### config.mk
export PLATFORM = sky130hd
export DESIGN_NAME = tl_ctrl_param
export DESIGN_NICKNAME = d
export VERILOG_FILES = /design/src/rtl/tl_ctrl_param.sv
export SDC_FILE = /design/constraint.sdc
export NUM_CORES = 1
export LEC_CHECK = 0
export CORE_MARGIN = 5
export CORE_UTILIZATION = 40
export DETAILED_ROUTE_END_ITERATION = 10
export PLACE_DENSITY = 0.78
export SYNTH_ARGS = -nofsm -noshare
export SYNTH_HDL_FRONTEND = slang
export SYNTH_SLANG_ARGS = --single-unit
export TNS_END_PERCENT = 5
### constraint.sdc
create_clock -name clk -period 1.74 [get_ports clk]
set_clock_uncertainty 0.1 [all_clocks]
set_input_delay 0.348 -clock clk [delete_from_list [all_inputs] [get_ports clk]]
set_output_delay 0.348 -clock clk [all_outputs]
set_load 0.01 [all_outputs]
### src/rtl/tl_ctrl_param.sv
// tl_ctrl_param: highway/farm traffic-light controller with internal timers, all-red clearance, state strobe; optional night blink via NIGHT_MODE_EN
//   clk, reset (sync, active-high), c (farm car present), night (NIGHT_MODE_EN only)
//   HG/HY/HR, FG/FY/FR lamps decoded from state; st_o new-state strobe; state_o, cnt_o observation
module tl_ctrl_param #(
  parameter int TW       = 8,
  parameter int LONG_T   = 20,
  parameter int SHORT_T  = 4,
  parameter int ALLRED_T = 2
) (
  input  logic          clk,
  input  logic          reset,
  input  logic          c,
`ifdef NIGHT_MODE_EN
  input  logic          night,
`endif
  output logic          HG,
  output logic          HY,
  output logic          HR,
  output logic          FG,
  output logic          FY,
  output logic          FR,
  output logic          st_o,
  output logic [2:0]    state_o,
  output logic [TW-1:0] cnt_o
);
  localparam logic [2:0] S_HG = 3'd0, S_HY = 3'd1, S_AR1 = 3'd2, S_FG = 3'd3;
  localparam logic [2:0] S_FY = 3'd4, S_AR2 = 3'd5, S_NIGHT = 3'd6;
  localparam logic [TW-1:0] L1 = TW'(LONG_T - 1);
  localparam logic [TW-1:0] S1 = TW'(SHORT_T - 1);
  localparam logic [TW-1:0] A1 = TW'(ALLRED_T - 1);
  logic [2:0] state, nxt;
  logic [TW-1:0] cnt;
  logic st, reload, blink;
`ifdef NIGHT_MODE_EN
  logic req, ph;
  // night blink re-arms the counter every half-period without leaving the state
  assign reload = state == S_NIGHT && cnt == S1;
  assign blink = state == S_NIGHT && ph;
  always_ff @(posedge clk)
    if (reset) begin
      req <= 1'b0;
      ph <= 1'b0;
    end else begin
      req <= (state == S_HG && night) ? 1'b1 : (state == S_HY && nxt != S_HY) ? 1'b0 : req;
      ph <= (nxt == S_NIGHT && state != S_NIGHT) ? 1'b1 : reload ? ~ph : ph;
    end
`else
  assign reload = 1'b0;
  assign blink = 1'b0;
`endif
  always_ff @(posedge clk)
    if (reset) begin
      state <= S_HG;
      cnt <= '0;
      st <= 1'b0;
    end else begin
      state <= nxt;
      st <= nxt != state;
      cnt <= (nxt != state || reload) ? '0 : (cnt == '1) ? cnt : cnt + 1'b1;
    end
  always_comb begin
    nxt = S_HG;
    case (state)
`ifdef NIGHT_MODE_EN
      S_HG:    nxt = (night || (c && cnt >= L1)) ? S_HY : S_HG;
      S_HY:    nxt = (cnt == S1) ? (req ? S_NIGHT : S_AR1) : S_HY;
      S_NIGHT: nxt = night ? S_NIGHT : S_AR2;
`else
      S_HG:    nxt = (c && cnt >= L1) ? S_HY : S_HG;
      S_HY:    nxt = (cnt == S1) ? S_AR1 : S_HY;
`endif
      S_AR1:   nxt = (cnt == A1) ? S_FG : S_AR1;
      S_FG:    nxt = (!c || cnt >= L1) ? S_FY : S_FG;
      S_FY:    nxt = (cnt == S1) ? S_AR2 : S_FY;
      S_AR2:   nxt = (cnt == A1) ? S_HG : S_AR2;
      default: nxt = S_HG;
    endcase
  end
  always_comb begin
    HG = state == S_HG;
    HY = state == S_HY || blink;
    HR = state == S_AR1 || state == S_FG || state == S_FY || state == S_AR2;
    FG = state == S_FG;
    FY = state == S_FY;
    FR = state == S_HG || state == S_HY || state == S_AR1 || state == S_AR2 || blink;
    st_o = st;
    state_o = state;
    cnt_o = cnt;
  end
endmodule

---- Yosys cells after proc, flatten, opt, wreduce, memory -nomap -nowiden ----
Index checks and enable logic that the tools add are counted.
storage, ports and cells
  memory bits (writable) .................. 0
  output and inout port bits .............. 18
  memories kept ........................... 0
  word-level logic and storage cells ...... 32
  bits in latches ......................... 0
  input bits .............................. 3
  bits in read-only memories .............. 0
  register bits ........................... 12
cells by class
  muxes and demuxes ....................... 7
  div/mod/pow operators ................... 0
  $add $sub $neg .......................... 1
  bitwise logic cells ..................... 0
  equal/unequal tests ..................... 9
  reduce and logical (&&, ||, !) cells .... 11
  multipliers ............................. 0
  shift operators ......................... 0
  order comparisons ....................... 1
operators by type and width
  operator                                                                             number
  3-bit one-hot mux with 6 select lines                                                1
  8-bit by 1-bit adder with 8-bit output, second input constant                        1
  8-bit by 1-bit == test with 1-bit output, second input constant                      1
  8-bit by 2-bit == test with 1-bit output, second input constant                      1
  8-bit == test, second input constant                                                 1
  8-bit by 5-bit greater-or-equal comparator with 1-bit output, second input constant  1
  1-bit logical OR                                                                     7
  3-bit by 2-bit == test with 1-bit output, second input constant                      2
  3-bit == test, second input constant                                                 2
  3-bit two-way mux                                                                    2
  3-bit by 1-bit == test with 1-bit output, second input constant                      1
  3-bit logical NOT                                                                    1
  1-bit two-way mux                                                                    3
  3-bit inequality test                                                                1
  2-bit two-way mux                                                                    1
  2-bit OR reduction                                                                   1
  1-bit logical AND                                                                    1
  1-bit logical NOT                                                                    1

---- Depth between registers and ports, before layout ----
  depth after elaboration ................. 6
  depth in mapped cells ................... 6
  gate-level depth less buffers ........... 6

---- Worst setup path after synthesis ----
OpenSTA, ideal clock, no wires.
  path type ............................... reg-to-reg
  from .................................... reg cnt[0], in the netlist cnt_o[0]
  to ...................................... reg cnt[7], in the netlist cnt_o[7]
  data required time ...................... 1,517 ps
  library setup time ...................... 123 ps
  stages on the path, launching flop included .. 6
  buffers on the path ..................... 1
  path slack .............................. -114 ps
  period minus slack after synthesis ...... 1,854 ps
  arrival ................................. 1,631 ps
  path through ............................ dfxtp_1 > ha_1 > clkbuf_1 > or4b_2 > o21ai_0 > nor3_1
on the way
  cells in the longest elaborated chain, start to end .. 6
  elaborated cells between the ends (all ways) .. 16
  those cells by class .................... add/sub: 1; order compare: 1; eq/ne: 4; mux: 7; reduce/logical: 3
ends and longest elaborated chain
  what                                                           line    source
  from (decl)                                                    32      logic [TW-1:0] cnt;
  from (signal assigned)                                         59      cnt <= (nxt != state || reload) ? '0 : (cnt == '1) ? cnt : cnt + 1'b1;
  8-bit by 5-bit greater-or-equal comparator with 1-bit output   69, 73
  1-bit logical OR / 1-bit logical AND (equally long branches)   73, 69
  3-bit two-way mux / 1-bit two-way mux (equally long branches)  73, 69
  3-bit one-hot mux with 6 select lines                          63      case (state)
  3-bit inequality test                                          59
  2-bit OR reduction (no line)                                   --
Parallel ways exist; a longest one is shown, timed or not.
A chain may end at the register's enable or synchronous reset.

---- Final worst setup path ----
  from .................................... reg cnt[1], in the netlist cnt_o[1]
  to ...................................... reg cnt[6], in the netlist cnt_o[6]
Same word-level chain as after synthesis.

==> results by group <==
Layout
  – Reg area: 272 µm²
  – Post-Layout Cell Count: between 150 and 200
  – Final Cell Area: about 1400 µm²
  – Fillers: roughly 180
  – Antenna diodes: 0
  – Multi-input logic area: 646 µm²
  – Layout cells sized above 1: 0.389
  – Area Overhead vs Synth: 50.0%
  – Layout net count: 155

Drt
  – Total wire length: 2830 µm
  – First-pass DRT Iterations: 4
  – Via count: 1059
  – WL/cell: 16.0 µm
  – Post-route ant nets: 0
  – Drt drc: 0
  – First DRT Iteration DRCs: 37
  – Via density: 5.98

Global route
  – GRT Util Overall: 0.176
  – Vias in the first global route: about 1000
  – First-pass GRT wire length: between 4000 and 5000 µm
  – Initial antenna violation count: 0
  – GRT overflow: 0
  – Largest net degree at the start of global routing: 10

CTS
  – Clock Root Buffer: clkbuf_4
  – CTS Buf Count: 3
  – Worst-Skew Late Latency: ~280 ps
  – Clock sink count: 12
  – Worst-path clk slew: 90 ps
  – Clock tree from TritonCTS: built
  – Hold-fix buffers, CTS: 0
  – Clock Tree Buf Depth: 2
  – H-Tree Depth: 1

Floorplan
  – Die Ht: 58.2 µm
  – Die W: 58.2 µm
  – Starting Density: 0.420
  – Top Ports: 21
  – Core Area: about 2200 µm²
  – Core Rows: 17
  – Full die area: about 3400 µm²

Timing
  – Max-slew headroom: 0.783
  – Final Cycle Share: 1.07
  – Min Tclk post-route: approximately 1900 ps
  – Pins Over Slew Limit: 0
  – Setup Viol. Count Final: 9
  – Fmax: 537 MHz
  – Unrepaired setup endpoints after global routing: true
  – Final hold vios: 0
  – Measured slew at the worst slew-check pin: 324 ps
  – Setup ws final: -123 ps

Critical path
  – Worst EP required: 1810 ps
  – Critical Path AT: 1940 ps
  – CP Launch Type: register
  – Critical Path End Type: register
  – Crit path kind: register to register
  – CP Max Fanout: 6

Outcome
  – Status: finished with violations
  – Failing checks: setup timing

Synth
  – Post-synth net total: 114
  – Yosys warns: 0
  – Syn_area_per_cell: 8.52 µm²
  – Seq/Total Area, Yosys: 0.259
  – Synth async-reset ratio: 0
  – Cell Area, Synth: 928 µm²
  – Cells after Synth: 109
  – EDFF count, synth: 0
  – Synth Register Bits: 12
  – Synth unique cells: 42
  – Predominant post-synthesis flop cell: dfxtp_1

Placed design
  – Dpl cells: 172
  – RePlAce Congestion: 0.899
  – DP HPWL: around 2000 µm
  – Placed inst area: 1290 µm²
  – Post-Place Worst Slack: -378 ps
  – PortBufs: 20

Power and ir drop
  – Peak VDD IR: approximately 0.00041 V
  – Pwr dens: 438 nW/µm²
  – P_leak: 0.630 nW

Hold path
  – Worst min path class: primary input to register

Job
  – Max_cap viols: 0
worst paths after layout:
check / start / to / slack [ps] / cells after the start
setup / recovery: cnt_o[1] / cnt_o[6] / -120 / 6
hold / removal: c / state_o[2] / 370 / 4
setup reg to reg: cnt_o[1] / cnt_o[6] / -120 / 6
hold reg to reg: cnt_o[6] / cnt_o[6] / 540 / 2
registers in the layout (all words and copies together), names as in the netlist:
name / count
st_o: 1
cnt_o: 8
state_o: 3
what timing repair did:
item                                    CTS  global route
buffers inserted                          0             1
pin swaps                                 0             4
endpoints found under the setup margin   25            13
resized for setup                        31            10
report_power, final:
| group | switching [mW] | total (mW) | internal (mW) |
|---|---|---|---|
| sequential | 0.00836 | 0.280 | 0.272 |
| clock | 0.106 | 0.234 | 0.127 |
| combinational | 0.0484 | 0.0958 | 0.0474 |
| total | 0.163 | 0.610 | 0.447 |
metal layers:
| layer | track usage | wire [µm] | vias up |
|---|---|---|---|
| li1 | - | - | 496 |
| met2 | 0.300 | 1450 | 43 |
| met4 | 0.0629 | 14 | 0 |
| met1 | 0.217 | 1200 | 518 |
| met3 | 0.0379 | 172 | 2 |
| met5 | 0 | 0 | - |
cell usage in the layout (no fill, tap or decap), types with 2 or more instances in the layout:
master,instances
xor2_1,2
nor2_1,6
and3_1,4
a21oi_1,2
nor3_1,5
dlymetal6s2s_1,2
buf_4,25
nand4_1,5
nand2_1,6
dfxtp_4,7
dlygate4sd2_1,11
clkdlybuf4s50_1,5
clkbuf_4,3
inv_1,5
nand3_1,5
a31oi_1,4
nor4_4,2
o211ai_1,3
dfxtp_2,4
a32oi_1,2
o21ai_0,7
nor3_2,3
nor3b_1,2
cells in the mapped netlist, types with 2 or more instances:
library cell,count,area [µm²]
and3_1,4,25.0
xor2_1,2,17.5
inv_1,5,18.8
o21ai_0,7,35.0
nor3_1,7,35.0
nand2_1,6,22.5
a32oi_1,2,17.5
nand4_1,5,31.3
buf_6,4,45.0
ha_1,2,25.0
a21oi_1,3,15.0
nor2_1,6,22.5
dfxtp_1,12,240
nor4_4,2,42.5
o211ai_1,3,22.5
nor3b_1,3,22.5
a31oi_1,4,25.0
nand3_1,5,25.0
clkbuf_1,3,11.3
buf_2,2,10.0
area by class of cell:
type,instances,area share
multi-input cells,82,0.464
flip-flops and latches,12,0.195
repair buffers,46,0.277
clock buffers,4,0.0261
inverters,5,0.0135
well taps,28,0.0252
critical path, stage by stage (launching register included):
cell       delay (ps)
dfxtp_2           340
ha_4              180
o31ai_4           300
a41oi_2           140
a211o_1           340
buf_6             160
a2111oi_2         190
stage by stage:
stage          hold slack [ps]  setup TNS [ps]   util  power (mW)
5_1_grt                    386           -1110  0.630       0.639
2_1_floorplan              317               0      -       0.345
4_1_cts                    533            -484  0.613       0.610
3_5_place_dp               573           -3340  0.585       0.390
3_3_place_gp               543           -2760  0.585       0.387
6_report                   371            -687  0.630       0.610
kinds of logic (layout without fill, tap and decap cells):
kind of cell,after synthesis,in the layout,share of synthesized area
AOI/OAI and AO/OA,31,31,0.259
xor gates and xnor gates,2,2,0.0189
adders and majority gates,2,2,0.0269
buffers and inverters,15,55,0.0970
DFF,12,12,0.259
muxes,1,1,0.0108
and+or+nand+nor,46,46,0.329
No activity file was read; power rests on OpenSTA's default activity.
